**src/rtl/onchip_stream_reader_if.sv**
```systemverilog
// Avalon-MM read master and Avalon-ST source signals of onchip_stream_reader.
// The master modport is the reader side; the slave modport is the memory/sink side.
interface onchip_stream_reader_if;
   logic [11:0] avm_address;
   logic        avm_read;
   logic        avm_waitrequest;
   logic [31:0] avm_readdata;
   logic        avm_readdatavalid;
   logic [31:0] src_data;
   logic        src_valid;
   logic        src_ready;
   logic        src_sop;
   logic        src_eop;

   modport master (
      output avm_address, avm_read, src_data, src_valid, src_sop, src_eop,
      input  avm_waitrequest, avm_readdata, avm_readdatavalid, src_ready
   );

   modport slave (
      input  avm_address, avm_read, src_data, src_valid, src_sop, src_eop,
      output avm_waitrequest, avm_readdata, avm_readdatavalid, src_ready
   );
endinterface

```
**src/rtl/onchip_stream_reader.sv**
```systemverilog
// Reads `length` words from an Avalon-MM slave and streams them out on Avalon-ST.
// Define ONCHIP_STREAM_READER_BYTESWAP_EN to byte-reverse each streamed word.
module onchip_stream_reader #(
   parameter int FIFO_DEPTH = 4
) (
   input  logic        clk,
   input  logic        reset_n,
   input  logic        start,
   input  logic [11:0] base_addr,
   input  logic [12:0] length,
   output logic        busy,
   output logic        done,
   onchip_stream_reader_if.master bus
);
   localparam int PW = $clog2(FIFO_DEPTH);
   localparam int CW = PW + 1;
   localparam logic [CW:0] DEPTH_C = (CW+1)'(FIFO_DEPTH);

   localparam logic [1:0] IDLE  = 2'd0;
   localparam logic [1:0] READ  = 2'd1;
   localparam logic [1:0] DRAIN = 2'd2;

   logic [1:0]    state_reg, state_next;
   logic [11:0]   addr_reg;
   logic          rd_reg, rd_next;
   logic [12:0]   reads_left_reg, len_reg, pop_idx_reg;
   logic [CW-1:0] outs_reg, outs_next, count_reg, count_next;
   logic [PW-1:0] wr_ptr_reg, rd_ptr_reg;
   logic          done_reg;
   logic [31:0]   mem [FIFO_DEPTH];
   logic [31:0]   wdata;

   logic accept, push, pop, is_eop, start_ok, start_zero, last_read;

   assign accept     = rd_reg & ~bus.avm_waitrequest;
   // Data with no read outstanding is a protocol error and is dropped.
   assign push       = bus.avm_readdatavalid & (outs_reg != '0);
   assign pop        = (count_reg != '0) & bus.src_ready;
   assign is_eop     = (pop_idx_reg == len_reg - 13'd1);
   assign start_ok   = (state_reg == IDLE) & start & (length != 13'd0);
   assign start_zero = (state_reg == IDLE) & start & (length == 13'd0);
   assign last_read  = accept & (reads_left_reg == 13'd1);

`ifdef ONCHIP_STREAM_READER_BYTESWAP_EN
   assign wdata = {bus.avm_readdata[7:0], bus.avm_readdata[15:8],
                   bus.avm_readdata[23:16], bus.avm_readdata[31:24]};
`else
   assign wdata = bus.avm_readdata;
`endif

   always_comb begin
      outs_next = outs_reg;
      if (accept && !push)
         outs_next = outs_reg + 1'b1;
      else if (push && !accept)
         outs_next = outs_reg - 1'b1;

      count_next = count_reg;
      if (push && !pop)
         count_next = count_reg + 1'b1;
      else if (pop && !push)
         count_next = count_reg - 1'b1;

      state_next = state_reg;
      case (state_reg)
         IDLE:    if (start_ok) state_next = READ;
         READ:    if (last_read) state_next = DRAIN;
         DRAIN:   if (pop && is_eop) state_next = IDLE;
         default: state_next = IDLE;
      endcase

      // A stalled request stays up; a new one needs a free buffer slot
      // counting both buffered words and reads still in flight.
      if (rd_reg && !accept)
         rd_next = 1'b1;
      else
         rd_next = (state_next == READ) &&
                   (({1'b0, count_next} + {1'b0, outs_next}) < DEPTH_C);
   end

   always_ff @(posedge clk or negedge reset_n) begin
      if (!reset_n) begin
         state_reg      <= IDLE;
         addr_reg       <= '0;
         rd_reg         <= 1'b0;
         reads_left_reg <= '0;
         len_reg        <= '0;
         pop_idx_reg    <= '0;
         outs_reg       <= '0;
         count_reg      <= '0;
         wr_ptr_reg     <= '0;
         rd_ptr_reg     <= '0;
         done_reg       <= 1'b0;
      end else begin
         state_reg <= state_next;
         rd_reg    <= rd_next;
         outs_reg  <= outs_next;
         count_reg <= count_next;
         done_reg  <= start_zero | ((state_reg == DRAIN) & pop & is_eop);
         if (start_ok) begin
            addr_reg       <= base_addr;
            len_reg        <= length;
            reads_left_reg <= length;
            pop_idx_reg    <= '0;
         end else begin
            if (accept) begin
               addr_reg       <= addr_reg + 12'd1;
               reads_left_reg <= reads_left_reg - 13'd1;
            end
            if (pop)
               pop_idx_reg <= pop_idx_reg + 13'd1;
         end
         if (push)
            wr_ptr_reg <= wr_ptr_reg + 1'b1;
         if (pop)
            rd_ptr_reg <= rd_ptr_reg + 1'b1;
      end
   end

   always_ff @(posedge clk) begin
      if (push)
         mem[wr_ptr_reg] <= wdata;
   end

   assign bus.avm_address = addr_reg;
   assign bus.avm_read    = rd_reg;
   assign bus.src_valid   = (count_reg != '0);
   assign bus.src_data    = mem[rd_ptr_reg];
   assign bus.src_sop     = (count_reg != '0) & (pop_idx_reg == 13'd0);
   assign bus.src_eop     = (count_reg != '0) & is_eop;
   assign busy            = (state_reg != IDLE) | done_reg;
   assign done            = done_reg;
endmodule

```
**src/flat_wrapper.sv**
```systemverilog
// flat-port wrapper written by rule: the top's interface ports become plain ports
module onchip_stream_reader_flat 
#(
   parameter int FIFO_DEPTH = 4
)
  (clk, reset_n, start, base_addr, length, busy, done, bus_avm_address, bus_avm_read, bus_src_data, bus_src_valid, bus_src_sop, bus_src_eop, bus_avm_waitrequest, bus_avm_readdata, bus_avm_readdatavalid, bus_src_ready);
  onchip_stream_reader_if bus_i ();
  input  logic clk;
  input  logic reset_n;
  input  logic start;
  input  logic [11:0] base_addr;
  input  logic [12:0] length;
  output logic busy;
  output logic done;
  output wire logic [$bits(bus_i.avm_address)-1:0] bus_avm_address;
  output wire logic [$bits(bus_i.avm_read)-1:0] bus_avm_read;
  output wire logic [$bits(bus_i.src_data)-1:0] bus_src_data;
  output wire logic [$bits(bus_i.src_valid)-1:0] bus_src_valid;
  output wire logic [$bits(bus_i.src_sop)-1:0] bus_src_sop;
  output wire logic [$bits(bus_i.src_eop)-1:0] bus_src_eop;
  input wire logic [$bits(bus_i.avm_waitrequest)-1:0] bus_avm_waitrequest;
  input wire logic [$bits(bus_i.avm_readdata)-1:0] bus_avm_readdata;
  input wire logic [$bits(bus_i.avm_readdatavalid)-1:0] bus_avm_readdatavalid;
  input wire logic [$bits(bus_i.src_ready)-1:0] bus_src_ready;
  assign bus_avm_address = bus_i.avm_address;
  assign bus_avm_read = bus_i.avm_read;
  assign bus_src_data = bus_i.src_data;
  assign bus_src_valid = bus_i.src_valid;
  assign bus_src_sop = bus_i.src_sop;
  assign bus_src_eop = bus_i.src_eop;
  assign bus_i.avm_waitrequest = bus_avm_waitrequest;
  assign bus_i.avm_readdata = bus_avm_readdata;
  assign bus_i.avm_readdatavalid = bus_avm_readdatavalid;
  assign bus_i.src_ready = bus_src_ready;
  onchip_stream_reader #(.FIFO_DEPTH(FIFO_DEPTH)) u_core (.clk(clk), .reset_n(reset_n), .start(start), .base_addr(base_addr), .length(length), .busy(busy), .done(done), .bus(bus_i));
endmodule
```
**config.mk**
```make
export PLATFORM = sky130hd
export DESIGN_NAME = onchip_stream_reader_flat
export DESIGN_NICKNAME = d
export VERILOG_FILES = /design/src/rtl/onchip_stream_reader_if.sv /design/src/rtl/onchip_stream_reader.sv /design/src/flat_wrapper.sv
export SDC_FILE = /design/constraint.sdc
export NUM_CORES = 1
export LEC_CHECK = 0
export ABC_AREA = 0
export CAP_MARGIN = 20
export CORE_MARGIN = 2
export CORE_UTILIZATION = 35
export CTS_CLUSTER_DIAMETER = 50
export CTS_CLUSTER_SIZE = 16
export DETAILED_ROUTE_END_ITERATION = 10
export PLACE_DENSITY_LB_ADDON = 0.2
export SLEW_MARGIN = 20
export SYNTH_ARGS = -nofsm -noshare
export SYNTH_HDL_FRONTEND = slang
export SYNTH_SLANG_ARGS = --single-unit
export TNS_END_PERCENT = 100
```
**constraint.sdc**
```tcl
create_clock -name clk -period 6.5 [get_ports clk]
set_clock_uncertainty 0.2 [all_clocks]
set_input_delay 1.3 -clock clk [delete_from_list [all_inputs] [get_ports clk]]
set_output_delay 1.3 -clock clk [all_outputs]
set_load 0.03 [all_outputs]
```
==> results of run 1 <==
how the worst min path moves through the flow:
| stage | start | endpoint | cells past startpoint |
|---|---|---|---|
| 2_1_floorplan | u_core.count_reg[2]$_DFF_PN0_ | u_core.count_reg[2]$_DFF_PN0_ | 1 |
| 3_3_place_gp | u_core.rd_ptr_reg[1]$_DFFE_PN0P_ | u_core.rd_ptr_reg[1]$_DFFE_PN0P_ | 1 |
| 3_5_place_dp | u_core.rd_ptr_reg[1]$_DFFE_PN0P_ | u_core.rd_ptr_reg[1]$_DFFE_PN0P_ | 1 |
| 4_1_cts | u_core.rd_ptr_reg[1]$_DFFE_PN0P_ | u_core.rd_ptr_reg[1]$_DFFE_PN0P_ | 1 |
| 5_1_grt | u_core.rd_ptr_reg[1]$_DFFE_PN0P_ | u_core.rd_ptr_reg[1]$_DFFE_PN0P_ | 1 |
| 6_report | u_core.rd_ptr_reg[1]$_DFFE_PN0P_ | u_core.rd_ptr_reg[1]$_DFFE_PN0P_ | 1 |
per-stage QoR:
stage,area [um^2],setup slack (ns),hold slack (ns)
finish,10600,1.70,0.273
global route,10600,1.41,0.304
CTS,10600,1.71,0.278
detailed placement,9950,2.19,0.264
global placement,9950,2.21,0.260
floorplan,8490,2.35,0.264
area by class of cell:
cell class / count / area [um^2] / share of cell area
well taps: 319 / 399 / 0.0377
clock inverters: 15 / 223 / 0.0210
multi-input cells: 365 / 2830 / 0.267
inverters: 19 / 71.3 / 0.00673
repair buffers: 120 / 1180 / 0.111
flip-flops and latches: 193 / 5470 / 0.516
clock buffers: 17 / 425 / 0.0401
cell usage in the layout, fill, tap and decap left out, types with 5 or more instances in the layout:
cell,instances
nand4_1,10
a21oi_1,10
dfrtp_1,64
nand3_1,14
and2_1,7
clkinv_8,5
xnor2_1,27
xor2_1,27
nand2_1,72
nor2_1,29
mux4_2,32
inv_1,19
edfxtp_1,128
o21ai_0,36
buf_4,8
nor4_1,7
clkbuf_16,17
clkdlybuf4s50_1,111
ha_1,18
or3_1,6
and3_1,8
nor3_1,12
cells by family (layout without fill, tap and decap cells):
family                   count (synthesis)  count (layout)  synth area share
AO/OA/AOI/OAI                           71              71            0.0516
XOR/XNOR                                54              54            0.0557
multiplexers                            34              34            0.0873
buffers and inverters                   47             171            0.0230
adder cells (fa/ha/maj)                 18              18            0.0265
flip-flops                             193             193             0.644
AND/OR/NAND/NOR                        188             188             0.111
worst max-delay path, stage by stage (launching register included):
cell	delay, ns
dfrtp_1	0.46
inv_1	0.11
ha_1	0.24
or3b_2	0.51
nor3_1	0.21
o2111ai_1	0.16
nand3_1	0.14
nand2_1	0.08
nor4_1	0.27
clkdlybuf4s50_1	0.71
where the power goes:
part           leakage [nW]  switching (mW)  internal (mW)
logic                  1.61           0.786          0.614
registers              2.02          0.0925           1.54
clock network         0.313           0.531          0.572
total                  3.94            1.41           2.72
layer usage:
layer	share of wire	routed length (um)	vias up
met1	0.45	7990	2646
met4	0.017	302	0
met2	0.49	8760	136
met5	0	0	-
li1	-	-	2467
met3	0.045	804	20
==> flow_metrics.env, run 1 <==
export IMPL_slew_headroom=0.428
export IMPL_yosysMostFrequentCell="edfxtp_1"
export IMPL_clock_root_buffer="clkbuf_16"
export IMPL_grt_max_degree=66
export IMPL_crit_fanout=5
export IMPL_use_met3=0.0314
export IMPL_ys_seq_area_frac=0.644
export IMPL_reg2regPathDepth=10
export IMPL_nets=797
export IMPL_reg2reg_to="u_core.bus.avm_read$_DFF_PN0_"
export IMPL_firstDrtPassIters=4
export IMPL_drive_gt1_frac=0.117
export IMPL_setup_viol=0
export IMPL_synth_edf_count=128
export IMPL_post_route_period_util=0.739
export IMPL_dp_cells=1016
export IMPL_ant_nets=0
export IMPL_total_power_mw=4.13
export IMPL_ys_types=57
export IMPL_start_util=0.359
export IMPL_slew_viol_final=0
export IMPL_finalCriticalPeriod_ns=4.80
export IMPL_route_detailed_drc=0
export IMPL_htree_num_levels=4
export IMPL_n_antenna_cell=0
export IMPL_syn_inst=605
export IMPL_fmax_mhz=208
export IMPL_finalNonFillerCells=1048
export IMPL_synth_common_cells="128 x edfxtp_1, 72 x nand2_1, 65 x dfrtp_1, 36 x o21ai_0, 32 x mux4_2"
export IMPL_syn_nets=686
export IMPL_status="finished clean"
export IMPL_clk_pin_slew_worst_paths_ns=0.07
export IMPL_grt_usage=0.145
export IMPL_max_cap_viol_count=0
export IMPL_routabilityCongestion=0.811
export IMPL_crit_path_end="bus_src_eop"
export IMPL_largest_reg_flops=128
export IMPL_syn_to_final_growth_pct=24.9
export IMPL_final_hold_viol_count=0
export IMPL_path_class="reg2out"
export IMPL_top_usage_layer="met2"
export IMPL_yosys_area_top_type="edfxtp_1"
export IMPL_fillers=2104
export IMPL_hold_buffers=0
export IMPL_routed_wl_um=17900
export IMPL_die_area_um2=25500
export IMPL_power_density_nw_per_um2=390
export IMPL_portBuffers=112
export IMPL_synth_ff_type="edfxtp_1"
export IMPL_rsz0062_at_grt="false"
export IMPL_coreArea_um2=23600
export IMPL_fp_row_count=56
export IMPL_netlist_top_cells_area="edfxtp_1 45%, dfrtp_1 19%, mux4_2 8.5%, nand2_1 3.2%, xnor2_1 2.8%"
export IMPL_cts_num_sinks=193
export IMPL_avgSynthCellArea_um2=14.0
export IMPL_drt_iter0_drc=273
export IMPL_wl_per_cell_um=17.0
export IMPL_yosysTopAreaCellShare=0.453
export IMPL_io_pins=113
export IMPL_worstSetupStartpoint="u_core.len_reg[0]$_DFFE_PN0P_"
export IMPL_utilization=0.449
export IMPL_clockBufferDepth=2
export IMPL_p_leak_nw=3.94
export IMPL_cts_tree="yes"
export IMPL_die_w_um=160
export IMPL_dr_total_vias=5269
export IMPL_use_met2=0.243
export IMPL_cp_required_ns=5.00
export IMPL_die_h_um=160
export IMPL_timing_rr_start="u_core.outs_reg[1]$_DFF_PN0_"
export IMPL_cts_buffers=17
export IMPL_start_kind="flop"
export IMPL_r2r_slack_ns=3.66
export IMPL_syn_area_um2=8490
export IMPL_gr_total_overflow=0
export IMPL_antenna_found_initial=0
export IMPL_regMostFlops="u_core.mem"
export IMPL_irDropWorstVdd_mv=0.195
export IMPL_grt_util_met1=0.187
export IMPL_ctsResizeCount=0
export IMPL_grt_first_pass_wirelength_um=29400
export IMPL_grt_pass1_vias=5588
export IMPL_ys_ff_latch=193
export IMPL_setup_tns_ns=0
export IMPL_tightest_slew_ns=0.859
export IMPL_post_cts_setup_buffer_count=0
export IMPL_hpwlAfterDp_um=12000
export IMPL_async_reset_ff_frac=0.337
export IMPL_clkLatencyLatePin_ns=0.43
export IMPL_worst_endpoint_arrival_ns=3.30
export IMPL_via_per_inst=5.03
export IMPL_cp_end_kind="output port"
export IMPL_ys_warn_count=0
export IMPL_hold_path_class="reg2reg"
Power figures use the tool's default switching activity.
==> run 2: changes to the inputs <==
==> constraint.sdc (replaced) <==
create_clock -name clk -period 4.35 [get_ports clk]
set_clock_uncertainty 0.2 [all_clocks]
set_input_delay 0.87 -clock clk [delete_from_list [all_inputs] [get_ports clk]]
set_output_delay 0.87 -clock clk [all_outputs]
set_load 0.03 [all_outputs]
==> run 2 against run 1 <==
Effect of this change: sequential power grew 51%; register-to-register slack lost 2.1 ns; via count shrank 1.1%; worst setup slack lost 1.3 ns; critical path type unchanged.
==> flow_metrics.env, run 2 (same netlist as run 1, synthesis figures left out) <==
export IMPL_cts_tree="yes"
export IMPL_grt_usage=0.142
export IMPL_r2r_slack_ns=1.52
export IMPL_status="finished clean"
export IMPL_design_area_um2=10600
export IMPL_fmax_mhz=252
export IMPL_routed_wl_um=17600
export IMPL_hpwlAfterDp_um=11700
export IMPL_hold_buffers=0
export IMPL_fillers=2130
export IMPL_grt_pass1_vias=5410
export IMPL_fp_row_count=56
export IMPL_cp_slowest_cell="or3b_2"
export IMPL_start_kind="flop"
export IMPL_nets=798
export IMPL_power_density_nw_per_um2=580
export IMPL_dp_cells=1017
export IMPL_setup_tns_ns=0
export IMPL_grt_max_degree=44
export IMPL_clk_pin_slew_worst_paths_ns=0.08
export IMPL_cp_depth=9
export IMPL_grt_first_pass_wirelength_um=28500
export IMPL_timing_rr_start="u_core.count_reg[0]$_DFF_PN0_"
export IMPL_finalNonFillerCells=1049
export IMPL_final_common_cell="edfxtp_1"
export IMPL_n_antenna_cell=0
export IMPL_worstSetupStartpoint="u_core.len_reg[0]$_DFFE_PN0P_"
export IMPL_start_util=0.359
export IMPL_io_pins=113
export IMPL_wl_per_cell_um=16.8
export IMPL_cp_required_ns=3.28
export IMPL_gr_total_overflow=0
export IMPL_cp_end_kind="output port"
export IMPL_htree_num_levels=4
export IMPL_post_dp_cell_area_um2=9970
export IMPL_setup_viol=0
export IMPL_final_seq_area_um2=5470
export IMPL_max_cap_viol_count=0
export IMPL_tightest_slew_ns=0.923
export IMPL_crit_chain="inv_1 -> ha_1 -> or3b_2 -> nor4_1 -> o21bai_1 -> a21oi_1 -> nand2_1 -> nor4_1 -> clkbuf_2"
export IMPL_irDropWorstVdd_mv=0.302
export IMPL_clock_root_buffer="clkbuf_16"
export IMPL_die_area_um2=25500
export IMPL_slew_headroom=0.384
export IMPL_reg2reg_to="u_core.bus.avm_read$_DFF_PN0_"
export IMPL_die_h_um=160
export IMPL_routabilityCongestion=0.786
export IMPL_regMostFlops="u_core.mem"
export IMPL_drt_iter0_drc=338
export IMPL_portBuffers=112
export IMPL_crit_fanout=5
export IMPL_crit_top_cell="nor4_1"
export IMPL_rsz0062_at_grt="false"
export IMPL_cts_buffers=17
export IMPL_worst_endpoint_arrival_ns=2.90
export IMPL_post_route_period_util=0.912
export IMPL_crit_family="simple AND/OR/NAND/NOR gates"
export IMPL_largest_reg_flops=128
export IMPL_clkLatencyLatePin_ns=0.43
export IMPL_finalCriticalPeriod_ns=3.97
export IMPL_antenna_found_initial=0
export IMPL_multi_input_comb_area_um2=2830
export IMPL_final_cell_mix="128 x edfxtp_1, 110 x clkdlybuf4s50_1, 72 x nand2_1"
export IMPL_reg2regPathDepth=10
export IMPL_drive_gt1_frac=0.118
export IMPL_hp_start="u_core.rd_ptr_reg[1]$_DFFE_PN0P_"
export IMPL_dr_total_vias=5209
export IMPL_via_per_inst=4.97
export IMPL_cts_num_sinks=193
export IMPL_clockBufferDepth=2
export IMPL_coreArea_um2=23600
export IMPL_path_class="reg2out"
export IMPL_die_w_um=160
export IMPL_utilization=0.449
export IMPL_p_leak_nw=3.95
export IMPL_post_cts_setup_buffer_count=0
export IMPL_crit_path_end="bus_src_eop"
export IMPL_route_detailed_drc=0
export IMPL_firstDrtPassIters=4
export IMPL_final_hold_viol_count=0
export IMPL_slew_viol_final=0
export IMPL_hold_path_class="reg2reg"
export IMPL_max_stage_delay_ns=0.52
export IMPL_ant_nets=0
export IMPL_worst_path_buf_inv=2
export IMPL_syn_to_final_growth_pct=24.8
-- run 2: cell count changes in the layout (fill, tap and decap cells not counted), sizes merged --
cell / change
clkinv: +1
clkbuf: +1
clkdlybuf4s50: -1
inv: -1
buf: +1
-- run 2: worst min path at each step --
stage	depth (start not counted)	end
6_report	1	u_core.rd_ptr_reg[1]$_DFFE_PN0P_
5_1_grt	1	u_core.rd_ptr_reg[1]$_DFFE_PN0P_
4_1_cts	1	u_core.rd_ptr_reg[1]$_DFFE_PN0P_
3_5_place_dp	1	u_core.rd_ptr_reg[1]$_DFFE_PN0P_
3_3_place_gp	1	u_core.rd_ptr_reg[1]$_DFFE_PN0P_
2_1_floorplan	1	u_core.count_reg[2]$_DFF_PN0_
-- run 2: repair_timing --
| action | in CTS | in global routing |
|---|---|---|
| resized for setup | 1 | 3 |
| endpoints found under the setup margin | 1 | 1 |
| gates cloned | 0 | 0 |
| pin swaps | 0 | 0 |
-- run 2: area by class of cell --
type / count / share of cell area
timing repair buffer: 121 / 0.112
clock inverter: 15 / 0.0194
clock buffer: 17 / 0.0402
multi-input combinational: 365 / 0.267
inverter: 19 / 0.00673
sequential: 193 / 0.516
tap: 319 / 0.0377
-- run 2: metal layers --
metal  vias to the layer above  track usage  routed length [um]
li1                       2453            -                   -
met1                      2600        0.190                8100
met2                       145        0.231                8500
met3                        11       0.0301                 825
met4                         0       0.0483                 166
met5                         -            0                   0
-- run 2: metrics by stage --
step                setup WS (ns)  power (mW)  hold WS [ns]
global route               0.0688        6.46         0.303
global placement            0.513        4.55         0.260
detailed placement          0.423        4.61         0.265
floorplan                   0.629        3.82         0.264
finish                      0.382        6.14         0.277
CTS                         0.239        6.23         0.279
-- run 2: where the power goes --
group / internal [mW] / switching (mW)
combinational: 0.927 / 1.13
sequential: 2.30 / 0.165
clock: 0.839 / 0.782
